[config.mk]
export PLATFORM = sky130hd
export DESIGN_NAME = cla_pipe_adder_flat
export DESIGN_NICKNAME = d
export VERILOG_FILES = /design/src/rtl/cla_pipe_adder_if.sv /design/src/rtl/cla_pipe_adder.sv /design/src/flat_wrapper.sv
export SDC_FILE = /design/constraint.sdc
export NUM_CORES = 1
export LEC_CHECK = 0
export CAP_MARGIN = 20
export CELL_PAD_IN_SITES_DETAIL_PLACEMENT = 1
export CELL_PAD_IN_SITES_GLOBAL_PLACEMENT = 2
export CORE_ASPECT_RATIO = 1.2
export CORE_MARGIN = 10
export CORE_UTILIZATION = 40
export CTS_BUF_LIST = sky130_fd_sc_hd__clkbuf_16
export CTS_CLUSTER_SIZE = 24
export DETAILED_ROUTE_END_ITERATION = 7
export GPL_TIMING_DRIVEN = 1
export PLACE_DENSITY = 0.91
export REMOVE_ABC_BUFFERS = 1
export SYNTH_ARGS = -nofsm -noshare
export SYNTH_HDL_FRONTEND = slang
export SYNTH_SLANG_ARGS = --single-unit
[constraint.sdc]
create_clock -name clk -period 7.7 [get_ports clk]
set_input_delay 1.54 -clock clk [delete_from_list [all_inputs] [get_ports clk]]
set_output_delay 1.54 -clock clk [all_outputs]
set_load 0.05 [all_outputs]
[src/rtl/cla_pipe_adder_if.sv]
// Handshake and data bundle for the pipelined CLA adder/subtractor.
// The producer drives operands and out_ready; the adder drives in_ready and the result side.
interface cla_pipe_adder_if #(
  parameter int unsigned WIDTH = 32
);
  logic             in_valid;
  logic             in_ready;
  logic [WIDTH-1:0] a;
  logic [WIDTH-1:0] b;
  logic [1:0]       op;
  logic             cin;
  logic             out_valid;
  logic             out_ready;
  logic [WIDTH-1:0] sum;
  logic             cout;
  logic             ovf;
  logic             zero;
  logic             neg;

  modport master (
    output in_valid, a, b, op, cin, out_ready,
    input  in_ready, out_valid, sum, cout, ovf, zero, neg
  );

  modport slave (
    input  in_valid, a, b, op, cin, out_ready,
    output in_ready, out_valid, sum, cout, ovf, zero, neg
  );
endinterface

[src/rtl/cla_pipe_adder.sv]
// Pipelined carry-lookahead adder/subtractor: one WIDTH/STAGES chunk per stage,
// operand skew ahead of the active chunk and result deskew behind it.
module cla_pipe_adder #(
  parameter int unsigned WIDTH  = 32,
  parameter int unsigned STAGES = 4
) (
  input logic             clk,
  input logic             rst,
  cla_pipe_adder_if.slave bus
);
  localparam int unsigned CHUNK = WIDTH / STAGES;
  localparam int unsigned NGRP  = (CHUNK + 3) / 4;

  // Bit carries of one chunk: prefix G/P inside each 4-bit group, group G/P between groups.
  function automatic logic [CHUNK:0] cla_carries(input logic [CHUNK-1:0] x,
                                                 input logic [CHUNK-1:0] y,
                                                 input logic             ci);
    logic [CHUNK-1:0] p;
    logic [CHUNK-1:0] g;
    logic [CHUNK:0]   c;
    logic             run_g;
    logic             run_p;
    p    = x ^ y;
    g    = x & y;
    c    = '0;
    c[0] = ci;
    for (int unsigned grp = 0; grp < NGRP; grp++) begin
      run_g = 1'b0;
      run_p = 1'b1;
      for (int unsigned i = 0; i < 4; i++) begin
        if (4 * grp + i < CHUNK) begin
          run_g = g[4*grp+i] | (p[4*grp+i] & run_g);
          run_p = run_p & p[4*grp+i];
          c[4*grp+i+1] = run_g | (run_p & c[4*grp]);
        end
      end
    end
    return c;
  endfunction

  function automatic logic [WIDTH-1:0] place_chunk(input logic [WIDTH-1:0] base,
                                                   input logic [CHUNK-1:0] chunk,
                                                   input int unsigned      idx);
    logic [WIDTH-1:0] r;
    r = base;
    r[idx*CHUNK +: CHUNK] = chunk;
    return r;
  endfunction

  logic              en;
  logic              in_ready;
  logic [WIDTH-1:0]  b_in;
  logic              c_in;

  logic [STAGES-1:0] vld_q;
  logic [STAGES-1:0] c_q;
  logic [WIDTH-1:0]  a_q   [STAGES];
  logic [WIDTH-1:0]  b_q   [STAGES];
  logic [WIDTH-1:0]  s_q   [STAGES];
  logic [WIDTH-1:0]  s_d   [STAGES];
  logic [CHUNK:0]    car   [STAGES];
  logic [CHUNK-1:0]  ssum  [STAGES];

  logic              out_valid_q;
  logic [WIDTH-1:0]  sum_q, sum_d;
  logic              cout_q, cout_d;
  logic              ovf_q, ovf_d;
  logic              zero_q, zero_d;
  logic              neg_q, neg_d;

  assign en       = !out_valid_q || bus.out_ready;
  assign in_ready = en && !rst;

  always_comb begin
    b_in = bus.op[0] ? ~bus.b : bus.b;
    case (bus.op)
      2'b00:   c_in = 1'b0;
      2'b01:   c_in = 1'b1;
      default: c_in = bus.cin;
    endcase
  end

  for (genvar k = 0; k < STAGES; k++) begin : g_stage
    assign car[k]  = cla_carries(a_q[k][k*CHUNK +: CHUNK], b_q[k][k*CHUNK +: CHUNK], c_q[k]);
    assign ssum[k] = a_q[k][k*CHUNK +: CHUNK] ^ b_q[k][k*CHUNK +: CHUNK] ^ car[k][CHUNK-1:0];
    if (k == 0) begin : g_first
      assign s_d[k] = '0;
    end else begin : g_next
      assign s_d[k] = place_chunk(s_q[k-1], ssum[k-1], k - 1);
    end
  end

  // The last stage's carry vector still holds the carry into bit WIDTH-1 for overflow.
  always_comb begin
    sum_d  = place_chunk(s_q[STAGES-1], ssum[STAGES-1], STAGES - 1);
    cout_d = car[STAGES-1][CHUNK];
    ovf_d  = car[STAGES-1][CHUNK] ^ car[STAGES-1][CHUNK-1];
    zero_d = (sum_d == '0);
    neg_d  = sum_d[WIDTH-1];
  end

  always_ff @(posedge clk) begin
    if (rst) begin
      vld_q       <= '0;
      c_q         <= '0;
      for (int unsigned k = 0; k < STAGES; k++) begin
        a_q[k] <= '0;
        b_q[k] <= '0;
        s_q[k] <= '0;
      end
      out_valid_q <= 1'b0;
      sum_q       <= '0;
      cout_q      <= 1'b0;
      ovf_q       <= 1'b0;
      zero_q      <= 1'b0;
      neg_q       <= 1'b0;
    end else if (en) begin
      vld_q[0] <= bus.in_valid && in_ready;
      a_q[0]   <= bus.a;
      b_q[0]   <= b_in;
      c_q[0]   <= c_in;
      s_q[0]   <= s_d[0];
      for (int unsigned k = 1; k < STAGES; k++) begin
        vld_q[k] <= vld_q[k-1];
        a_q[k]   <= a_q[k-1];
        b_q[k]   <= b_q[k-1];
        c_q[k]   <= car[k-1][CHUNK];
        s_q[k]   <= s_d[k];
      end
      out_valid_q <= vld_q[STAGES-1];
      sum_q       <= sum_d;
      cout_q      <= cout_d;
      ovf_q       <= ovf_d;
      zero_q      <= zero_d;
      neg_q       <= neg_d;
    end
  end

  assign bus.in_ready  = in_ready;
  assign bus.out_valid = out_valid_q;
  assign bus.sum       = sum_q;
  assign bus.cout      = cout_q;
  assign bus.ovf       = ovf_q;
  assign bus.zero      = zero_q;
  assign bus.neg       = neg_q;
endmodule

[src/flat_wrapper.sv]
// flat-port wrapper written by rule: the top's interface ports become plain ports
module cla_pipe_adder_flat 
#(
  parameter int unsigned WIDTH  = 32,
  parameter int unsigned STAGES = 4
)
  (clk, rst, bus_in_valid, bus_a, bus_b, bus_op, bus_cin, bus_out_ready, bus_in_ready, bus_out_valid, bus_sum, bus_cout, bus_ovf, bus_zero, bus_neg);
  cla_pipe_adder_if #(.WIDTH(WIDTH)) bus_i ();
  input logic clk;
  input logic rst;
  input wire logic [$bits(bus_i.in_valid)-1:0] bus_in_valid;
  input wire logic [$bits(bus_i.a)-1:0] bus_a;
  input wire logic [$bits(bus_i.b)-1:0] bus_b;
  input wire logic [$bits(bus_i.op)-1:0] bus_op;
  input wire logic [$bits(bus_i.cin)-1:0] bus_cin;
  input wire logic [$bits(bus_i.out_ready)-1:0] bus_out_ready;
  output wire logic [$bits(bus_i.in_ready)-1:0] bus_in_ready;
  output wire logic [$bits(bus_i.out_valid)-1:0] bus_out_valid;
  output wire logic [$bits(bus_i.sum)-1:0] bus_sum;
  output wire logic [$bits(bus_i.cout)-1:0] bus_cout;
  output wire logic [$bits(bus_i.ovf)-1:0] bus_ovf;
  output wire logic [$bits(bus_i.zero)-1:0] bus_zero;
  output wire logic [$bits(bus_i.neg)-1:0] bus_neg;
  assign bus_i.in_valid = bus_in_valid;
  assign bus_i.a = bus_a;
  assign bus_i.b = bus_b;
  assign bus_i.op = bus_op;
  assign bus_i.cin = bus_cin;
  assign bus_i.out_ready = bus_out_ready;
  assign bus_in_ready = bus_i.in_ready;
  assign bus_out_valid = bus_i.out_valid;
  assign bus_sum = bus_i.sum;
  assign bus_cout = bus_i.cout;
  assign bus_ovf = bus_i.ovf;
  assign bus_zero = bus_i.zero;
  assign bus_neg = bus_i.neg;
  cla_pipe_adder #(.WIDTH(WIDTH), .STAGES(STAGES)) u_core (.clk(clk), .rst(rst), .bus(bus_i));
endmodule
Yosys cells after proc, flatten, opt, wreduce, memory -nomap -nowiden
Memories as Yosys holds them, arrays and structs flattened.
Index checks and enable logic that the tools add are counted.
{ "op_classes": {"bitwise": 162, "eq_ne": 1, "mux": 19, "reduce_logical": 7} }
{ "op_table": {"columns": ["op", "n"], "rows": [
  ["$mux 32", 13],
  ["$and 1x1->1", 80],
  ["$or 1x1->1", 68],
  ["$xor 8x8->8", 8],
  ["$and 8x8->8", 4],
  ["$logic_not 32->1", 1],
  ["$not 32->32", 1],
  ["$mux 1", 5],
  ["$eq 2x1->1 const B", 1],
  ["$logic_and 1x1->1", 2],
  ["$logic_not 1->1", 2],
  ["$logic_not 2->1", 1],
  ["$pmux 1 s2", 1],
  ["$logic_or 1x1->1", 1],
  ["$xor 1x1->1", 1]
]} }
{ "word_totals": {"ramBits": 384, "reg_bits": 45, "in_bits": 71, "mem_count": 3} }
{ "memory_table": {"columns": ["name", "words", "word_bits", "read_ports", "rd_clocked_by_memory_dff", "write_ports", "line", "rtl"], "rows": [
  ["u_core.a_q", 4, 32, 4, 0, 4, "cla_pipe_adder.sv:57", "logic [WIDTH-1:0] a_q [STAGES];"],
  ["u_core.b_q", 4, 32, 4, 0, 4, "cla_pipe_adder.sv:58", "logic [WIDTH-1:0] b_q [STAGES];"],
  ["u_core.s_q", 4, 32, 4, 0, 4, "cla_pipe_adder.sv:59", "logic [WIDTH-1:0] s_q [STAGES];"]
]} }

Depth between registers and ports, before layout
An unclocked memory read counts as a cell.
{ "logic_depth": {"ltp_word": 13, "depth_mapped": 11} }

Worst setup path before layout
No wires, ideal clock.
{ "synth_timing": {"path_type": "input to register", "from": "input port bus_out_ready", "to": "memory u_core.a_q[0][0] (enable)", "setup_ns": 0.563, "path_stages": 4, "arrival_time_ns": 5.826, "path_slack_ns": 1.311, "required_ns": 7.137, "cell_sequence": "inv_1 -> nand2_1 -> nor2_1 -> inv_1"} }
{ "synth_lines": {"columns": ["item", "line", "rtl"], "rows": [
  ["start, declared", "flat_wrapper.sv:16", "input wire logic [$bits(bus_i.out_ready)-1:0] bus_out_ready;"],
  ["end, declared", "cla_pipe_adder.sv:57", null]
]} }

Worst setup path after layout
{ "layout_timing": {"from": "input port rst", "to": "output port bus_in_ready"} }
{ "layout_via": {"elab_chain_len": 2} }
{ "layout_rtl": {"columns": ["item", "line", "rtl"], "rows": [
  ["start, declared", "flat_wrapper.sv:10", "input logic rst;"],
  ["$logic_not 1->1", "cla_pipe_adder.sv:72", "assign in_ready = en && !rst;"],
  ["$logic_and 1x1->1", "cla_pipe_adder.sv:72", null],
  ["end, declared", "flat_wrapper.sv:17", "output wire logic [$bits(bus_i.in_ready)-1:0] bus_in_ready;"]
]} }
Every way passes these cells.

==> impl_results.rst <==
.. list-table::
   :header-rows: 1

   * - Metric
     - Value
   * - Global placer's final weighted congestion
     - about 0.72
   * - Number of antenna violations at the first check in global routing
     - 0
   * - Dominant cells by area after synthesis
     - sky130_fd_sc_hd__edfxtp_1 60%, sky130_fd_sc_hd__and2_1 9.3%, sky130_fd_sc_hd__dfxtp_1 8.4%
   * - Synth-to-layout area growth
     - 22.0%
   * - Proportion of netlist area held by the largest area contributor
     - 0.597
   * - Number of sinks driven by the clock tree
     - 252
   * - Setup total negative slack
     - 0 ps
   * - Critical path required time
     - between 6000 and 7000 ps
   * - Critical path fanouts, max
     - 60
   * - Via/cell ratio
     - 4.76
   * - GRT overflow
     - 0
   * - Pin count of the biggest net entering global routing
     - between 150 and 200
   * - Root Buffer
     - sky130_fd_sc_hd__clkbuf_16
   * - Die extent in x
     - 168 µm
   * - Startpoint of the most critical hold path
     - u_core.bus.sum[30]
   * - Critical path's slowest cell
     - sky130_fd_sc_hd__clkdlybuf4s50_1
   * - Initial core utilization
     - 0.408
   * - Wire length of the first global-routing pass
     - ~31000 µm
   * - Share of layout cells above drive strength 1
     - 0.0624
   * - Number of buffer and inverter stages on the critical path
     - 5
   * - Number of hold-slack violations in the final timing report
     - 0
   * - Detailed Route WL
     - roughly 19000 µm
   * - Most common cell after layout, fill and taps aside
     - sky130_fd_sc_hd__edfxtp_1
   * - Ordered cell list for the critical path
     - clkdlybuf4s50_1, inv_1, nand2_2, buf_4, inv_4, clkdlybuf4s50_1
   * - Cell type with the highest aggregate area in the netlist
     - sky130_fd_sc_hd__edfxtp_1
   * - Overall die height
     - around 200 µm
   * - Portion of total power attributed to combinational logic
     - 0.071
   * - Unrepaired setup endpoints after global routing
     - false
   * - Instance count of the mapped netlist
     - 740
   * - Remaining antenna violation count
     - 0
   * - Number of library cell types mapped by synthesis
     - 44
   * - Total number of H-tree levels
     - 1
   * - # Post-CTS Setup Buffers
     - 0
   * - Period Utilization, post-route
     - 0.669
   * - Pins over their slew limit
     - 0
   * - #FFs+latches synth
     - 252
   * - Total Power
     - 3.05 mW
   * - Final core utilization
     - 0.498
   * - Die outline area
     - between 0.03 and 0.04 mm²
   * - Critical path's largest stage delay
     - 720 ps
   * - Hold Path Class
     - flop to flop
   * - Area of the mapped netlist
     - between 0.01 and 0.015 mm²
   * - Status
     - completed
   * - Most frequent cells in the layout
     - 208 x sky130_fd_sc_hd__edfxtp_1, 155 x sky130_fd_sc_hd__and2_1, 107 x sky130_fd_sc_hd__clkdlybuf4s50_1, 54 x sky130_fd_sc_hd__nor2_1, 45 x sky130_fd_sc_hd__xnor2_1
   * - Source-to-sink clock delay at the later pin of the worst-skew pair
     - 520 ps
   * - Post-CTS Resized
     - 0
   * - Startpoint Class
     - input pin
   * - Net switching power of the design
     - 0.633 mW
   * - Crit-path most repeated cell
     - sky130_fd_sc_hd__clkdlybuf4s50_1
   * - Dpl ws
     - between 2000 and 3000 ps
   * - Achievable clock frequency
     - 194 MHz
   * - Worst slew margin
     - 0.346
   * - Switching fraction of total power
     - 0.207
   * - Share of power burned in registers
     - 0.515
   * - Overall global routing resource usage
     - 0.113
   * - Nets
     - 957
   * - Placed Instance Area
     - 0.0118 mm²
   * - Site row count
     - 64
   * - Shortest period the worst path allows
     - 5150 ps
   * - Number of global-route vias before repair
     - 6301
   * - Quantity of I/O buffers inserted on ports
     - 108
   * - Internal Power
     - roughly 2.4 mW
   * - Number of warnings reported in the yosys synthesis log
     - 0
   * - CTS Buffer Depth
     - 3
   * - Post-detail-place hpwl
     - 12200 µm
   * - Post-route non-filler standard cell count
     - 1195
   * - Worst setup slack after layout
     - 2550 ps
   * - Drc violations
     - 0
   * - Clock buffers created by TritonCTS
     - 26
   * - Final setup fails
     - 0
   * - Kind of end point of the critical path
     - output pin
   * - Critical path arrival
     - between 3000 and 4000 ps
   * - Leakage
     - between 5 and 6 nW
   * - Sequential fraction of the synthesis area
     - 0.681
   * - Core area
     - 0.0256 mm²
   * - Final antenna diode count
     - 0
   * - Launch instance of the worst register-to-register path
     - u_core.b_q[3][24]
   * - Pin slew with the least headroom to its limit
     - 980 ps
   * - Setup clock skew after layout
     - around 7.9 ps
   * - Number of placed instances, taps included
     - ~1.1k
   * - Max Cap Viol
     - 0
   * - Timing startpoint of the critical path
     - rst
   * - Final design area excluding fillers
     - 0.0128 mm²
   * - Power density of the placed cells
     - 239 mW/mm²
   * - Hold bufs inserted after CTS
     - 0
   * - Path type of the worst setup path
     - input pin to output pin
   * - 1st-pass router iterations
     - 4
   * - Post-route worst hold slack
     - 442 ps
   * - Post-Syn Area per Cell
     - 14.1 µm²
   * - Worst vdd rail ir drop
     - around 0.13 mV
   * - Wire per inst
     - between 15 and 20 µm
   * - CTS tree
     - done
   * - Top Family by Delay on Critical Path
     - buffers and inverters
   * - Vias after detailed routing
     - 5688
   * - First DRT Iteration DRCs
     - approximately 260
   * - Power share of the clock group
     - 0.414
   * - I/O Pins
     - 109
   * - Clock-pin slew on the worst setup and hold paths
     - roughly 60 ps
## per-layer routing
metal / track usage / wire, µm
met4: 0.0342 / 395
met2: 0.199 / 9480
met3: 0.0211 / 766
met5: 0 / 0
met1: 0.136 / 8330
## logic make-up (layout without fill, tap and decap cells)
logic type	count (synthesis)	in the layout	share of synthesized area
DFF	252	252	0.681
and+or+nand+nor	244	244	0.133
adders and majority gates	40	40	0.0536
buffers and inverters	59	184	0.0230
xor gates and xnor gates	53	53	0.0444
AOI/OAI and AO/OA	90	90	0.0632
muxes	2	2	0.00191
## layout make-up
type	instances	area (µm²)
clock inverters	20	196
flip-flops and latches	252	7130
clock buffers	27	676
repair buffers	114	1150
inverters	23	96.3
well taps	330	413
fillers	2578	12900
multi-input cells	429	3110
## final timing paths
| check | to | slack [ps] | cells past startpoint |
|---|---|---|---|
| setup / recovery | bus_in_ready | 2550 | 6 |
| hold / removal | u_core.bus.sum[30] | 440 | 2 |
| setup reg to reg | u_core.bus.zero | 4410 | 11 |
| hold reg to reg | u_core.bus.sum[30] | 440 | 2 |
## tightest hold or removal path: cells and delay by family, from the launching register on
kind,cells,cell delay (ps)
compound gates,1,50
flops,1,310
simple gates,1,50
## cell usage after synthesis (all sizes together)
cell type / number
a31o: 3
xor2: 8
o21bai: 4
nand2: 17
a21o: 9
a22o: 32
fa: 8
or2: 2
clkbuf: 28
and3: 3
buf: 8
a21oi: 15
a211o: 6
dfxtp: 44
and3b: 1
nand4b: 1
nand4: 2
or4: 1
nor2: 55
edfxtp: 208
mux2i: 2
ha: 32
xnor2: 45
inv: 23
a22oi: 1
and2: 155
nor4b: 2
o22ai: 4
a2111oi: 1
nor4: 4
o21a: 3
o21ai: 10
or3: 1
a311oi: 1
a31oi: 1
## power by group through the flow
stage | clock network [mW] | registers [mW] | logic, mW
floorplan | 0 | 1.61 | 0.113
global placement | 0 | 1.60 | 0.213
detailed placement | 0 | 1.60 | 0.221
CTS | 1.30 | 1.57 | 0.223
global route | 1.36 | 1.58 | 0.243
finish | 1.26 | 1.57 | 0.217
## state kept, by name (all words and copies together) (netlist names)
name,flops
u_core.bus.out_valid,1
u_core.s_q,48
u_core.a_q,80
u_core.bus.ovf,1
u_core.vld_q,4
u_core.c_q,4
u_core.bus.cout,1
u_core.b_q,80
u_core.bus.sum,32
u_core.bus.zero,1
Power figures use the tool's default switching activity.
